**src/rtl/instr_mem_bridge.sv**
```systemverilog
// Instruction-fetch bridge: core req/gnt/rvalid port to a synchronous
// single-port instruction memory with a fixed number of wait states.
module instr_mem_bridge #(
   parameter logic [31:0] BASE_ADDR      = 32'h0000_0000,
   parameter int          MEM_ADDR_WIDTH = 12,
   parameter int          WAIT_STATES    = 0
) (
   input  logic                      clock,
   input  logic                      reset_n,
   input  logic                      fetch_enable_i,
   input  logic                      instr_req_i,
   input  logic [31:0]               instr_addr_i,
   output logic                      instr_gnt_o,
   output logic                      instr_rvalid_o,
   output logic [31:0]               instr_rdata_o,
   output logic                      instr_err_o,
   output logic                      mem_en_o,
   output logic [MEM_ADDR_WIDTH-1:0] mem_addr_o,
   input  logic [31:0]               mem_rdata_i
);

   localparam logic [1:0] S_IDLE = 2'd0;
   localparam logic [1:0] S_WAIT = 2'd1;
   localparam logic [1:0] S_RESP = 2'd2;

   // 33-bit window end so a window ending at 2^32 does not wrap
   localparam logic [32:0] WIN_END =
      {1'b0, BASE_ADDR} + (33'd4 << MEM_ADDR_WIDTH);
   localparam logic [2:0] WS_INIT =
      3'(WAIT_STATES > 0 ? WAIT_STATES - 1 : 0);

   logic [1:0]                state_q, state_d;
   logic [2:0]                wcnt_q, wcnt_d;
   logic                      err_q;
   logic [MEM_ADDR_WIDTH-1:0] addr_q;
   logic [MEM_ADDR_WIDTH-1:0] word_off;
   logic                      in_range;
   logic                      can_gnt;

   assign can_gnt = (state_q == S_IDLE) | (state_q == S_RESP);

   // Gated by reset_n so grant is low the moment reset asserts
   assign instr_gnt_o = reset_n & instr_req_i
                      & fetch_enable_i & can_gnt;

   assign in_range = (instr_addr_i >= BASE_ADDR)
                   & ({1'b0, instr_addr_i} < WIN_END);

   assign word_off =
      MEM_ADDR_WIDTH'((instr_addr_i - BASE_ADDR) >> 2);

   assign mem_en_o   = instr_gnt_o & in_range;
   assign mem_addr_o = mem_en_o ? word_off : addr_q;

   assign instr_rvalid_o = (state_q == S_RESP);
   assign instr_err_o    = instr_rvalid_o & err_q;
   assign instr_rdata_o  = (instr_rvalid_o & ~err_q)
                         ? mem_rdata_i : 32'h0;

   always_comb begin
      state_d = state_q;
      wcnt_d  = wcnt_q;
      case (state_q)
         S_IDLE: state_d = S_IDLE;
         S_WAIT: begin
            if (wcnt_q == 3'd0) state_d = S_RESP;
            else                wcnt_d  = wcnt_q - 3'd1;
         end
         S_RESP: state_d = S_IDLE;
         default: begin
            state_d = S_IDLE;
            wcnt_d  = 3'd0;
         end
      endcase
      if (instr_gnt_o) begin
         if (WAIT_STATES == 0) begin
            state_d = S_RESP;
         end else begin
            state_d = S_WAIT;
            wcnt_d  = WS_INIT;
         end
      end
   end

   always_ff @(posedge clock or negedge reset_n) begin
      if (!reset_n) begin
         state_q <= S_IDLE;
         wcnt_q  <= 3'd0;
         err_q   <= 1'b0;
         addr_q  <= '0;
      end else begin
         state_q <= state_d;
         wcnt_q  <= wcnt_d;
         if (instr_gnt_o) err_q  <= ~in_range;
         if (mem_en_o)    addr_q <= word_off;
      end
   end

endmodule

```
**config.mk**
```make
export PLATFORM = sky130hd
export DESIGN_NAME = instr_mem_bridge
export DESIGN_NICKNAME = d
export VERILOG_FILES = /design/src/rtl/instr_mem_bridge.sv
export SDC_FILE = /design/constraint.sdc
export NUM_CORES = 1
export LEC_CHECK = 0
export CORE_MARGIN = 3
export CORE_UTILIZATION = 25
export DETAILED_ROUTE_END_ITERATION = 8
export PLACE_DENSITY_LB_ADDON = 0.3
export SLEW_MARGIN = 30
export SYNTH_ARGS = -nofsm -noshare
export SYNTH_HDL_FRONTEND = slang
export SYNTH_SLANG_ARGS = --single-unit
```
**constraint.sdc**
```tcl
create_clock -name clock -period 4.9 [get_ports clock]
set_input_delay 0.49 -clock clock [delete_from_list [all_inputs] [get_ports clock]]
set_output_delay 0.49 -clock clock [all_outputs]
set_load 0.005 [all_outputs]
```
[After elaboration in Yosys (flattened, before gate mapping)]
Cells that the tools add are included.
Operators by class
  reductions and logical operators: 4
  mux-type cells: 7
  equal/unequal tests: 4
  $lt $le $gt $ge: 2
  bitwise gates (word level): 11
  $add $sub $neg: 1
Operator list (number)
  greater-or-equal comparator 32 x 1 -> 1 bit, second input constant: 1
  < comparator 32 x 15 -> 1 bit, second input constant: 1
  2-to-1 mux 32 bit: 1
  2-to-1 mux 12 bit: 1
  bitwise AND 1 bit: 7
  2-to-1 mux 2 bit: 3
  one-hot mux 3 bit (2 select lines): 1
  zero test 3 bit: 1
  2-to-1 mux 3 bit: 1
  != test 3 bit, second input constant: 1
  inverter 1 bit: 3
  subtractor 3 x 1 -> 3 bit, second input constant: 1
  == test 2 x 1 -> 1 bit, second input constant: 1
  == test 2 bit, second input constant: 1
  zero test 2 bit: 1
  != test 2 bit, second input constant: 1
  AND reduction 2 bit: 1
  OR reduction 2 bit: 1
  bitwise OR 1 bit: 1
Word-level totals
  bits in registers: 18
  output and inout bits: 48
  input bits: 68

[Logic depth before layout (Yosys ltp)]
  word-level depth: 5
  gate-level depth with buffers: 5

[Least setup slack after synthesis]
Ideal clock, no wire load.
  path kind: input-to-output
  start point: input port instr_addr_i[28]
  end point: output port mem_addr_o[10]
  required time: 4410 ps
  cell stages on the path: 4
  arrival time: 1900 ps
  setup slack: 2510 ps
  path through: or4_4 nor4_4 buf_6 mux2_2
On the way
  word-level cells in the longest chain between the ends: 4
  elaborated cells between the ends (all ways): 5
Ends and longest elaborated chain
  from (decl): RTL line 12  | input logic [31:0] instr_addr_i,
  greater-or-equal comparator 32 x 1 -> 1 bit / < comparator 32 x 15 -> 1 bit (equally long branches): RTL line 46, 47
  bitwise AND 1 bit *: RTL line 47  | & ({1'b0, instr_addr_i} < WIN_END);
  bitwise AND 1 bit *: RTL line 52  | assign mem_en_o = instr_gnt_o & in_range;
  net mem_en_o: RTL line 17  | output logic mem_en_o,
  2-to-1 mux 12 bit *
  to (decl): RTL line 18  | output logic [MEM_ADDR_WIDTH-1:0] mem_addr_o,
The timed path passes the listed nets; every way through them passes the cells marked *.

[Worst setup path in the final report]
  start point: input port reset_n
  end point: output port mem_addr_o[6]
On the way
  word-level cells in the longest chain between the ends: 5
Ends and longest elaborated chain
  from (decl): RTL line 9  | input logic reset_n,
  bitwise AND 1 bit: RTL line 43  | assign instr_gnt_o = reset_n & instr_req_i
  bitwise AND 1 bit (2 in a row): RTL line 44  | & fetch_enable_i & can_gnt;
  bitwise AND 1 bit: RTL line 52
  2-to-1 mux 12 bit
Every way passes these cells.

==> reports/qor.txt <==
slowest CP cell = nor4_4
layout cells sized above 1 = 10.64%
# DRC = 0
drt first pass iters = 3
Setup crit end = mem_addr_o[6]
final core occ = 69.68%
Nets = 257
fin. max-slew vios = 0
H-tree Lvls = 1
Critical Path Max Stage Delay = 0.67 ns
CP delay by family, top = buffers and inverters
DR vias/cell = 4.235
die footprint = 3879 um^2
wire length of the first global-routing pass = 5099 um
Clock Skews = 0 ns
Leakage = 0.8200 nW
gpl congestion = 0.8204
hold_buf cts = 0
largest area contributor in the netlist = dfrtp_1
Cell Area, Synth = 792.0 um^2
total number of vias = 974
gr busiest metal = met2
Hold Vio Cnt, Final = 0
Yosys top cell area share = 44.23%
placed cells = 226
routed length per instance = 14.04 um
Clock Latency Late Sink = 0.28 ns
Row Count = 19
reg2reg end = addr_q[1]
ANT nets after route = 0
DR iter-0 viols = 35
Worst path depth = 7
flops & latches, synth = 14
Worst Slack Setup Final = 1.247 ns
minimum clock period = 3.653 ns
Final Cycle Share = 74.54%
GRT Util Overall = 16.36%
syn_nets = 141
M3 GR Usage = 5.225%
met2 usage = 29.84%
CTS clk-pin slew, worst paths = 0.08 ns
final WL = 3230 um
largest net degree at the start of global routing = 33
Final Setup Violations = 0
Mapped Avg Cell Area = 10.85 um^2
CP Class = in2out
Initial Util = 27.53%
Peak Freq = 273.8 MHz
R2R setup slack = 4.14 ns
post-synthesis to final-layout area growth = 153.1%
CTS Buffer Depth = 2
Crit path buffers/inverters = 3
Pwr Total = 0.2569 mW
die width = 62.29 um
worst r2r src = addr_q[1]
Ys Warns = 0
Clock Sinks = 14
GR Overflow Total = 0
post-route insts no fill = 230
DIE HEIGHT = 62.29 um
critical-path cell list = clkdlybuf4s50_1, buf_4, and3_1, nand4_1, nor4_4, mux2_2, clkdlybuf4s50_1
PortBufs = 113
Netlist cell types = 12
RSZ-0062 raised after global routing = false
max_cap viols = 0
vias in the first global route = 1,028
crit path from = reset_n
core area = 2877 um^2
pre-CTS WS = 1.200 ns
CP endpoint kind = output pin
number of post-CTS setup repair buffers = 0
CP startpoint kind = primary input
Seq/Total Area, Yosys = 44.23%
diode count = 0
Worst Hold Class = reg2reg
actual slew at the worst max-slew pin = 0.8488 ns
CP arrival = 3.16 ns
status = complete, no violations
PD cells = 128.2 nW/um^2
Clock Tree Root = clkbuf_4
setup tns final = 0 ns
CTS buffer count = 3
Worst Path Required = 4.41 ns
critical path fanouts, max = 15
I/O pins = 116
main area contributors after synthesis = dfrtp_1 44%, and2_1 26%, mux2_2 17%
Mapped Cells = 73
Max transition margin = 42.99%
CTS resizes = 0
met1 Usage GRT = 17.32%
initial antenna violation count = 0
Worst VDD drop = 0.1256 mV
worst r2r path cells = 1
CTS tree = yes
Critical Path Most Common Cell = clkdlybuf4s50_1
[cells in the mapped netlist, drive strengths merged]
library cell  instances
and2                 33
and3                  1
buf                   1
nor4                  4
mux2                 12
nor2b                 1
dfrtp                14
clkbuf                3
nor2                  2
nand4                 1
or4                   1
[sequential cells by signal, summed over array words and instances (netlist names)]
name,flops
addr_q,12
err_q,1
state_q,1
[routing by layer]
metal | share of wire, % | wire [um]
met5 | 0 | 0
met3 | 10 | 337
met1 | 36 | 1154
met2 | 52 | 1671
met4 | 2.1 | 67
[how the worst min path moves through the flow]
stage | from | endpoint | slack, ns | depth (start not counted)
floorplan | reset_n | addr_q[0] | 0.19 | 0
global placement | addr_q[10] | addr_q[10] | 0.48 | 1
detailed placement | addr_q[7] | addr_q[7] | 0.49 | 1
CTS | addr_q[7] | addr_q[7] | 0.51 | 1
global route | reset_n | addr_q[6] | 0.52 | 2
finish | addr_q[10] | addr_q[10] | 0.50 | 1
[cell families (layout without fill, tap and decap cells)]
group                  count (synthesis)  after routing  share of synthesized area [%]
and+or+nand+nor                       43             43                          35.86
muxes                                 12             12                          17.06
DFF                                   14             14                          44.23
buffers and inverters                  4            119                          2.843
[cell usage in the layout, fill, tap and decap left out]
master	instances
nor2b_1	1
nor4_1	3
clkbuf_8	1
dfrtp_1	14
and3_1	1
nor4_4	1
clkbuf_4	3
or4_4	1
and2_1	33
nor2_1	2
buf_4	2
nand4_1	1
clkdlybuf4s50_1	113
mux2_2	12
[metrics by stage]
| stage | cell area [um^2] | hold slack [ns] |
|---|---|---|
| 4_1_cts | 2004 | 0.5060 |
| 6_report | 2004 | 0.5005 |
| 3_5_place_dp | 1968 | 0.4852 |
| 2_1_floorplan | 792.0 | 0.1944 |
| 5_1_grt | 2004 | 0.5164 |
| 3_3_place_gp | 1968 | 0.4810 |
[power breakdown]
part / total, mW / internal [mW] / switching [mW]
Sequential: 0.116 / 0.116 / 0.000203
Combinational: 0.0584 / 0.0481 / 0.0103
Clock: 0.0825 / 0.0452 / 0.0373
[layout make-up]
type | count | area, um^2
well taps | 42 | 52.55
fillers | 231 | 872.1
repair buffers | 115 | 1146
multi-input cells | 55 | 419.2
flip-flops and latches | 14 | 350.3
clock buffers | 4 | 36.28
Note: power is estimated with default switching activity, not from simulation.
